==> config.mk <==
export PLATFORM = sky130hd
export DESIGN_NAME = pc_fetch_sequencer
export DESIGN_NICKNAME = d
export VERILOG_FILES = /design/src/rtl/pc_fetch_sequencer.sv
export SDC_FILE = /design/constraint.sdc
export NUM_CORES = 1
export LEC_CHECK = 0
export BUFFER_PORTS_ARGS = -buffer_cell sky130_fd_sc_hd__buf_2
export CAP_MARGIN = 20
export CORE_MARGIN = 1.5
export CORE_UTILIZATION = 42
export CTS_CLUSTER_SIZE = 20
export DETAILED_ROUTE_END_ITERATION = 8
export PLACE_DENSITY = 0.82
export REMOVE_ABC_BUFFERS = 1
export SYNTH_ARGS = -nofsm -noshare
export SYNTH_HDL_FRONTEND = slang
export SYNTH_SLANG_ARGS = --single-unit
==> constraint.sdc <==
create_clock -name clk -period 3.4 [get_ports clk]
set_clock_uncertainty 0.15 [all_clocks]
set_input_delay 0.51 -clock clk [delete_from_list [all_inputs] [get_ports clk]]
set_output_delay 0.51 -clock clk [all_outputs]
set_load 0.02 [all_outputs]
==> src/rtl/pc_fetch_sequencer.sv <==
// pc_fetch_sequencer: owns PC register control and the instruction-memory
// fetch handshake. Holds a fetched instruction while decode stalls and
// steers the PC on branch/jump redirects, including redirects that land
// while a fetch is still waiting for its acknowledge.
module pc_fetch_sequencer #(
  parameter int            N        = 32,
  parameter logic [N-1:0]  RESET_PC = 32'h0040_0000
) (
  input  logic          clk,
  input  logic          reset,
  input  logic [N-1:0]  pc_value,
  output logic          pc_enable,
  output logic [N-1:0]  next_pc,
  output logic          imem_req,
  output logic [N-1:0]  imem_addr,
  input  logic          imem_ack,
  input  logic [31:0]   imem_rdata,
  input  logic          stall,
  input  logic          branch_taken,
  input  logic [N-1:0]  branch_target,
  input  logic          jump,
  input  logic [N-1:0]  jump_target,
  output logic          fetch_valid,
  output logic [31:0]   fetch_instr,
  output logic [N-1:0]  fetch_pc,
  output logic          flush
);

  typedef enum logic [1:0] {BOOT, FETCH, HOLD} state_t;

  state_t        state_q, state_d;
  logic          pend_q, pend_d;
  logic [N-1:0]  pend_tgt_q, pend_tgt_d;
  logic [31:0]   hold_instr_q, hold_instr_d;
  logic [N-1:0]  hold_pc_q, hold_pc_d;

  logic          redir;
  logic [N-1:0]  redir_tgt;
  logic [N-1:0]  pc_plus4;

  // Word-align an address; instruction fetches are always 4-byte aligned.
  function automatic logic [N-1:0] align_word(input logic [N-1:0] a);
    return {a[N-1:2], 2'b00};
  endfunction

  // Branch belongs to the older instruction, so it beats a same-cycle jump.
  assign redir     = branch_taken | jump;
  assign redir_tgt = align_word(branch_taken ? branch_target : jump_target);
  assign pc_plus4  = pc_value + N'(4);

  logic          pc_enable_c;
  logic [N-1:0]  next_pc_c;
  logic          imem_req_c;
  logic [N-1:0]  imem_addr_c;
  logic          fetch_valid_c;
  logic [31:0]   fetch_instr_c;
  logic [N-1:0]  fetch_pc_c;
  logic          flush_c;

  // Next-state and output decode; outputs are forced low while in reset.
  always_comb begin
    state_d       = state_q;
    pend_d        = pend_q;
    pend_tgt_d    = pend_tgt_q;
    hold_instr_d  = hold_instr_q;
    hold_pc_d     = hold_pc_q;
    pc_enable_c   = 1'b0;
    next_pc_c     = '0;
    imem_req_c    = 1'b0;
    imem_addr_c   = '0;
    fetch_valid_c = 1'b0;
    fetch_instr_c = '0;
    fetch_pc_c    = '0;
    flush_c       = 1'b0;

    unique case (state_q)
      BOOT: begin
        pc_enable_c = 1'b1;
        next_pc_c   = RESET_PC;
        state_d     = FETCH;
      end
      FETCH: begin
        imem_req_c  = 1'b1;
        imem_addr_c = pc_value;
        if (imem_ack) begin
          if (redir || pend_q) begin
            // Response belongs to the wrong path: drop it and steer the PC.
            pc_enable_c = 1'b1;
            next_pc_c   = redir ? redir_tgt : pend_tgt_q;
            pend_d      = 1'b0;
            flush_c     = 1'b1;
          end else if (!stall) begin
            fetch_valid_c = 1'b1;
            fetch_instr_c = imem_rdata;
            fetch_pc_c    = pc_value;
            pc_enable_c   = 1'b1;
            next_pc_c     = pc_plus4;
          end else begin
            hold_instr_d = imem_rdata;
            hold_pc_d    = pc_value;
            state_d      = HOLD;
          end
        end else if (redir) begin
          // Request must complete first; remember where to go afterwards.
          pend_d     = 1'b1;
          pend_tgt_d = redir_tgt;
          flush_c    = 1'b1;
        end
      end
      HOLD: begin
        if (redir) begin
          flush_c     = 1'b1;
          pc_enable_c = 1'b1;
          next_pc_c   = redir_tgt;
          state_d     = FETCH;
        end else begin
          fetch_valid_c = 1'b1;
          fetch_instr_c = hold_instr_q;
          fetch_pc_c    = hold_pc_q;
          if (!stall) begin
            pc_enable_c = 1'b1;
            next_pc_c   = pc_plus4;
            state_d     = FETCH;
          end
        end
      end
      default: state_d = BOOT;
    endcase

    if (reset) begin
      pc_enable_c   = 1'b0;
      next_pc_c     = '0;
      imem_req_c    = 1'b0;
      imem_addr_c   = '0;
      fetch_valid_c = 1'b0;
      fetch_instr_c = '0;
      fetch_pc_c    = '0;
      flush_c       = 1'b0;
    end
  end

  assign pc_enable   = pc_enable_c;
  assign next_pc     = align_word(next_pc_c);
  assign imem_req    = imem_req_c;
  assign imem_addr   = imem_addr_c;
  assign fetch_valid = fetch_valid_c;
  assign fetch_instr = fetch_instr_c;
  assign fetch_pc    = fetch_pc_c;
  assign flush       = flush_c;

  // Control and hold registers, synchronously reset.
  always_ff @(posedge clk) begin
    if (reset) begin
      state_q      <= BOOT;
      pend_q       <= 1'b0;
      hold_instr_q <= '0;
      hold_pc_q    <= '0;
    end else begin
      state_q      <= state_d;
      pend_q       <= pend_d;
      hold_instr_q <= hold_instr_d;
      hold_pc_q    <= hold_pc_d;
    end
  end

  // Pending redirect target is pure data, qualified by pend_q.
  always_ff @(posedge clk) begin
    pend_tgt_q <= pend_tgt_d;
  end

endmodule

Yosys cells after proc, flatten, opt, wreduce, memory -nomap -nowiden
Index checks and enable logic that the tools add are counted.
- order comparisons: 0
- div/mod/pow operators: 0
- multiply operators: 0
- mux-type cells: 49
- reductions and logical operators: 7
- shift operators: 0
- bitwise gates (word level): 3
- $add $sub $neg: 1
- equal/unequal tests: 7
- operators with widths (operator ; number):
    $mux 32 ; 19
    $pmux 32 s2 ; 2
    $pmux 32 s3 ; 1
    $add 32x3->32 const B ; 1
    $mux 1 ; 18
    $mux 2 ; 5
    $reduce_and 4->1 ; 2
    $ne 2x2->1 const B ; 3
    $pmux 2 s3 ; 1
    $pmux 1 s2 ; 2
    $ne 3x3->1 const B ; 1
    $pmux 1 s3 ; 1
    $reduce_and 3->1 ; 1
    $eq 2x1->1 const B ; 1
    $eq 2x2->1 const B ; 1
    $logic_not 2->1 ; 1
    $ne 2x1->1 const B ; 1
    $not 1->1 ; 2
    $reduce_and 2->1 ; 1
    $reduce_bool 2->1 ; 1
    $logic_or 1x1->1 ; 1
    $or 1x1->1 ; 1
- register bits: 99
- RAM bits: 0
- bits in read-only memories: 0
- memories: 0
- bits in latches: 0
- input bits: 134
- output and inout port bits: 132

Logic depth before layout (Yosys ltp)
Gate-level depths: netlist (run 1).
- word-level depth: 6
- gate-level depth with buffers: 9
- gate-level depth less buffers: 7

Least setup slack after synthesis (run 1)
No wires, ideal clock.
- path kind: input-to-output
- start point: input port pc_value[5]
- end point: output port next_pc[31]
- cell stages on the path: 6
- setup slack: 0.716 ns
- data arrival time: 2.024 ns
- cell sequence: buf_2 > nand4_2 > nor3_4 > nand4_1 > xor2_1 > o311ai_1
- longest elaborated chain between the ends: 6
- elaborated cells on any way between the ends: 7
- those cells by class: add/sub: 1; mux: 6
- ends and longest elaborated chain (item ; line ; RTL):
    start, declared ; 11 ; input logic [N-1:0] pc_value,
    $add 32x3->32 (*) ; 49 ; assign pc_plus4 = pc_value + N'(4);
    $mux 32 (*) ; 92, 120 ;
    $mux 32 ; 86 ; if (redir || pend_q) begin
    $mux 32 ; 85 ; if (imem_ack) begin
    $pmux 32 s3 (*) ; 76 ; unique case (state_q)
    $mux 32 (*) ; 130 ; if (reset) begin
    end, declared ; 13 ; output logic [N-1:0] next_pc,
Mark *: on every way between the ends. The rest lies on a longest branch, timed or not.

Worst setup path in the final report (run 1)
- start point: register state_q[1]
- end point: output port next_pc[10]
- longest elaborated chain between the ends: 3
- elaborated cells on any way between the ends: 5
- those cells by class: eq/ne: 2; mux: 2; reduce/logical: 1
- ends and longest elaborated chain (item ; line ; RTL):
    start, declared ; 31 ; state_t state_q, state_d;
    start signal, assigned ; 159 ; state_q <= state_d;
    $eq 2x2->1, or another cell as far along ; 76 ;
    $pmux 32 s3 (*) ; 76 ;
    $mux 32 (*) ; 130 ;
Marked as above.

==> results of run 1 <==
-- registers in the layout (all words and copies together), names as in the netlist --
| register | count |
|---|---|
| pend_tgt_q | 30 |
| hold_pc_q | 32 |
| hold_instr_q | 32 |
| state_q | 2 |
| pend_q | 1 |
-- report_power, final --
part,internal [mW],total (mW),switching [mW]
clock network,0.631,1.09,0.463
logic,0.209,0.620,0.411
registers,1.24,1.25,0.0158
total,2.08,2.97,0.890
-- per-stage QoR --
step | power [mW] | setup TNS, ns | instances | setup WS (ns) | hold slack (ns)
6_report | 2.970 | 0 | 1362 | 0.1713 | 0.2417
2_1_floorplan | 1.590 | -63.28 | 851 | -1.081 | 0.2807
4_1_cts | 2.985 | 0 | 1361 | 0.1657 | 0.2386
3_5_place_dp | 1.894 | 0 | 1346 | 0.4064 | 0.2967
3_3_place_gp | 1.882 | 0 | 1346 | 0.4392 | 0.2921
5_1_grt | 3.090 | 0 | 1362 | 0.02047 | 0.2429
-- cell type report --
type | count | area share (%)
sequential | 97 | 26.18
multi-input combinational | 748 | 49.27
tap | 216 | 3.155
clock buffer | 11 | 3.082
antenna | 1 | 0.02921
timing repair buffer | 279 | 17.47
clock inverter | 4 | 0.5551
inverter | 6 | 0.2629
-- critical path, stage by stage (launching register included) --
cell and delay [ns]:
dfxtp_1 0.35, inv_1 0.10, ha_1 0.28, and2b_1 0.23
nand3b_2 0.25, nor2_4 0.46, a21oi_1 0.13, o21ai_1 0.18
buf_2 0.23
-- metal layers --
layer | vias up | global-route usage, %
met5 | - | 0
met4 | 0 | 8.552
met3 | 34 | 5.517
met2 | 395 | 43.65
met1 | 3589 | 34.63
li1 | 3690 | -
-- worst paths after layout --
path / from / to / depth (start not counted)
worst max register to register: state_q[1] / hold_pc_q[1] / 7
worst min-delay path: imem_rdata[9] / hold_instr_q[9] / 3
worst min register to register: hold_instr_q[25] / hold_instr_q[25] / 2
worst max-delay path: state_q[1] / next_pc[10] / 8
-- repair_timing --
action / in CTS / in global routing
endpoints found under the hold margin: 0 / 0
buffers inserted: 0 / 0
resized for setup: 0 / 1
setup endpoints to repair: 0 / 3
-- layout by cell type, fill, tap and decap left out, types with 12 or more instances in the layout --
cell / synthesis / routed
buf_2: 32 / 259
nand2_1: 181 / 180
nor2_1: 122 / 121
a21oi_1: 104 / 104
a22oi_1: 86 / 86
dfxtp_1: 67 / 67
and2_1: 38 / 38
o21ai_0: 35 / 35
edfxtp_1: 30 / 30
xnor2_1: 17 / 17
buf_4: 9 / 16
nor3_1: 15 / 15
mux2i_1: 12 / 12
a21boi_0: 12 / 12
nand3_1: 12 / 12
-- cell families (layout without fill, tap and decap cells) --
family          after synthesis  after routing  share of synthesized area, %
fa+ha+maj                     5              5                        0.9058
mux                          12             12                         1.739
buf+inv                      89            300                         6.866
other cells                   1              3                       0.05430
simple gates                424            424                         29.13
xor+xnor                     27             27                         3.424
compound gates              278            278                         25.42
flops                        97             97                         32.46
==> results.cfg, run 1 <==
[timing]
fmaxAchievable_mhz = 309.7
setup_viol = 0
hold_viol = 0
drv_slew = 0
relSlewSlack_pct = 49.79
tightest_slew_ns = 0.7532
timing.final.crit_share_pct = 94.96
rsz0062_at_grt = no
period_needed_ns = 3.229

[logic_synthesis]
ys_seq_elements = 97
yosysWarnings = 0
ys_types = 67
syn_area_sq_um = 6907
syn_inst = 933
yosysMostFrequentCell = nand2_1
synth_area_leaders = dfxtp_1 (19%), edfxtp_1 (13%), nand2_1 (9.8%)
synth.top_cell.area_share_pct = 19.42
ys_top_cells_by_count = nand2_1 (181), nor2_1 (122), a21oi_1 (104), a22oi_1 (86), dfxtp_1 (67)
avgSynthCellArea_sq_um = 7.403
async_reset_ff_share_pct = 0
yosysTopAreaCell = dfxtp_1
synth-edff-count = 30
seq_area_frac_synth_pct = 32.46
synth_ff_type = dfxtp_1

[final_layout]
fill_cells = 1549
fin_nets = 1280
utilization_pct = 53.53
multi_input_area_sq_um = 4220
fin_area_sq_um = 8566
regArea_sq_um = 2242
area_growth_pct = 24.02
drive_gt1_share_pct = 28.73

[setup_path]
rrSetupSlack_ns = 1.03
arrival_ns = 2.57
startpoint_type = flop
critPathRequiredTime_ns = 2.74
worst_setup_path_end_kind = output pin
path_class = flop to output pin
critPathMaxFanout = 19

[min_path]
hold_class = input pin to flop

[floorplan]
dieHeight_microns = 131.2
core-area_sq_um = 16000
rows = 46
die_x_microns = 131.2
die-area_sq_um = 17220
start_util_pct = 43.17
io_pins = 266

[route]
routed.top_layer = met4
vias = 7708
totalWireLength_microns = 23500
met1_length_microns = 9963
routedWlPerCell_microns = 17.25
first_pass_iters = 7
dr_wl_met2_microns = 11090
ant_nets = 0
vias_per_cell = 5.659
drc = 0
drt_iter0_drc = 733
wl_met3_microns = 1944

[global_route]
grt.total_usage_pct = 26.49
antenna_found_initial = 1
grt_max_degree = 67
grt_pass1_vias = 7138
globalRouteOverflowTotal = 0
grt_pass1_wl_microns = 37060

[flow_run]
maxCapViolCount = 0

[clock_tree]
cts_sinks = 97
clk_pin_slew_worst_paths_ns = 0.07
htreeDepth = 3
postCtsHoldBufs = 0
cts_root_buf = clkbuf_16
cts_inserted_buffers = 9
cts.path.max_buffers = 2
cts_tree = yes
worstSkewPairLatency_ns = 0.35

[pwr]
ir_drop_mv = 0.2556
p_leak_nw = 3.474
power.density_nw_per_um2 = 346.7

[place]
post-dp-hpwl_microns = 16560
routabilityCongestion = 0.8414
postPlaceCellArea_sq_um = 8248
portBuffers = 259

[run_status]
status = finished, final reports clean
No activity file was read; power rests on OpenSTA's default activity.
==> run 2, diff against run 1 <==
--- a/config.mk
+++ b/config.mk
@@ -5,6 +5,8 @@
 export SDC_FILE = /design/constraint.sdc
 export NUM_CORES = 1
 export LEC_CHECK = 0
+export ABC_AREA = 1
+export ABC_CLOCK_PERIOD_IN_PS = 3400
 export BUFFER_PORTS_ARGS = -buffer_cell sky130_fd_sc_hd__buf_2
 export CAP_MARGIN = 20
 export CORE_MARGIN = 1.5
==> results.cfg, run 2 <==
[route]
vias_per_cell = 5.368
drt_iter0_drc = 1045
drc = 0
vias = 8578
routedWlPerCell_microns = 15.33
totalWireLength_microns = 24500
ant_nets = 0
first_pass_iters = 8

[logic_synthesis]
ys_types = 32
synth-edff-count = 30
ys_top_cells_by_count = nor2_1 (295), nand2_1 (254), o21ai_0 (113), inv_1 (76)
yosysTopAreaCell = dfxtp_1
synth_top_family_by_area = simple AND/OR/NAND/NOR gates
synth_simple_gate_area_share_pct = 35.03
synth_xor_area_share_pct = 0
ys_seq_elements = 97
yosysMostFrequentCell = nor2_1
syn_inst = 1160
synth_ff_type = dfxtp_1
synth_area_leaders = dfxtp_1 (19%), nor2_1 (16%), nand2_1 (14%)
yosys.area_share.adder_pct = 0.8887
syn_area_sq_um = 7039
seq_area_frac_synth_pct = 31.85
avgSynthCellArea_sq_um = 6.068
synth_compound_area_share_pct = 22.59
yosysWarnings = 0
synth.top_cell.area_share_pct = 19.05
synth.area.mux_share_pct = 0
async_reset_ff_share_pct = 0

[final_layout]
fin_nets = 1511
utilization_pct = 53.16
drive_gt1_share_pct = 22.88
layout_commonest_cell = nor2_1
fin_area_sq_um = 8753
largestRegisters = hold_instr_q (32), hold_pc_q (32), pend_tgt_q (30)
final_cell_mix = nor2_1 (293), buf_2 (259), nand2_1 (253)
fill_cells = 1666
area_growth_pct = 24.35

[clock_tree]
cts_root_buf = clkbuf_16
htreeDepth = 3
cts.path.max_buffers = 2
cts_tree = yes
clk_pin_slew_worst_paths_ns = 0.08
postCtsResizedCells = 0
cts_sinks = 97
cts.repair_timing.setup_buffer_count = 0
worstSkewPairLatency_ns = 0.36
postCtsHoldBufs = 0
cts_inserted_buffers = 9

[pwr]
intPower_mw = 1.969
p_total_mw = 2.965
combPwrFrac_pct = 23.0
p_sw_share_pct = 33.59
p_leak_nw = 4.210
pwr-share-clk_pct = 34.4
power.density_nw_per_um2 = 338.8
switching_power_mw = 0.9960
ir_drop_mv = 0.2438
p_seq_share_pct = 42.6

[run_status]
status = finished, final reports clean

[setup_path]
startpoint_type = input pin
path_class = input pin to output pin
critPathMaxFanout = 6
critPathRequiredTime_ns = 2.74
arrival_ns = 2.38
worst_setup_path_end_kind = output pin

[place]
routabilityCongestion = 0.9205
postPlaceCellArea_sq_um = 8466
portBuffers = 259
post-dp-hpwl_microns = 17490

[global_route]
grt_max_degree = 67
antenna_found_initial = 1
grt_pass1_wl_microns = 38290
grt_pass1_vias = 7614
globalRouteOverflowTotal = 0
grt.total_usage_pct = 27.15

[timing]
rsz0062_at_grt = no
drv_slew = 0
timing.hold.ws_ns = 0.2338
fmaxAchievable_mhz = 328.7
hold_viol = 0
setup_tns_ns = 0
timing.final.crit_share_pct = 89.47
tightest_slew_ns = 0.7546
relSlewSlack_pct = 49.64
setup_viol = 0
period_needed_ns = 3.042

[min_path]
hold_class = input pin to flop

[flow_run]
maxCapViolCount = 0

[floorplan]
core-area_sq_um = 16470
die_x_microns = 132.5
start_util_pct = 42.75
io_pins = 266
die-area_sq_um = 17550
rows = 47
dieHeight_microns = 132.5
run 2: worst paths after layout:
| path | cells past startpoint | slack, ns | to | from |
|---|---|---|---|---|
| setup / recovery | 15 | 0.36 | next_pc[22] | pc_value[3] |
| hold / removal | 3 | 0.23 | hold_instr_q[28] | imem_rdata[28] |
| setup reg to reg | 8 | 0.95 | hold_instr_q[26] | pend_q |
| hold reg to reg | 2 | 0.36 | state_q[1] | state_q[1] |
run 2: final cells by class:
cell class / count / area, sq um / share of cell area [%]
multi-input cells: 902 / 4145 / 47.36
flip-flops and latches: 97 / 2242 / 25.61
repair buffers: 281 / 1499 / 17.12
inverters: 81 / 304.0 / 3.473
well taps: 220 / 275.3 / 3.145
clock buffers: 9 / 225.2 / 2.573
clock inverters: 7 / 60.06 / 0.6861
diodes: 1 / 2.502 / 0.02859
run 2: layer usage:
metal | vias up | global-route usage, % | routed length, microns
met5 | - | 0 | 0
met4 | 0 | 13.31 | 899
met2 | 437 | 43.54 | 11310
met3 | 61 | 3.831 | 2158
li1 | 4244 | - | -
met1 | 3836 | 35.96 | 10130
run 2: metrics by stage:
stage          worst slack (ns)  std cells
5_1_grt                 0.09340       1597
3_3_place_gp             0.4252       1581
2_1_floorplan            -1.788       1080
3_5_place_dp             0.4090       1581
4_1_cts                  0.3992       1597
6_report                 0.3580       1598
run 2: kinds of logic after synthesis:
family	after synthesis
flops	97
buf+inv	162
other cells	1
compound gates	273
simple gates	622
fa+ha+maj	5
run 2: critical path, cell delays in order:
cell	delay, ns
buf_2	0.16
ha_1	0.24
nand2_1	0.09
nor2_1	0.19
nand2_1	0.17
nor2_2	0.17
nand2_1	0.07
nand2_1	0.06
nand3_1	0.16
nand2_1	0.14
nand2_1	0.06
nand3_1	0.06
nand2_1	0.05
inv_1	0.09
buf_2	0.16
run 2: power by group through the flow:
stage          clock, mW  combinational [mW]  sequential, mW
2_1_floorplan          0               0.377            1.29
3_3_place_gp           0               0.664            1.29
3_5_place_dp           0               0.675            1.29
4_1_cts             1.04               0.678            1.26
5_1_grt             1.08               0.754            1.27
6_report            1.02               0.682            1.26
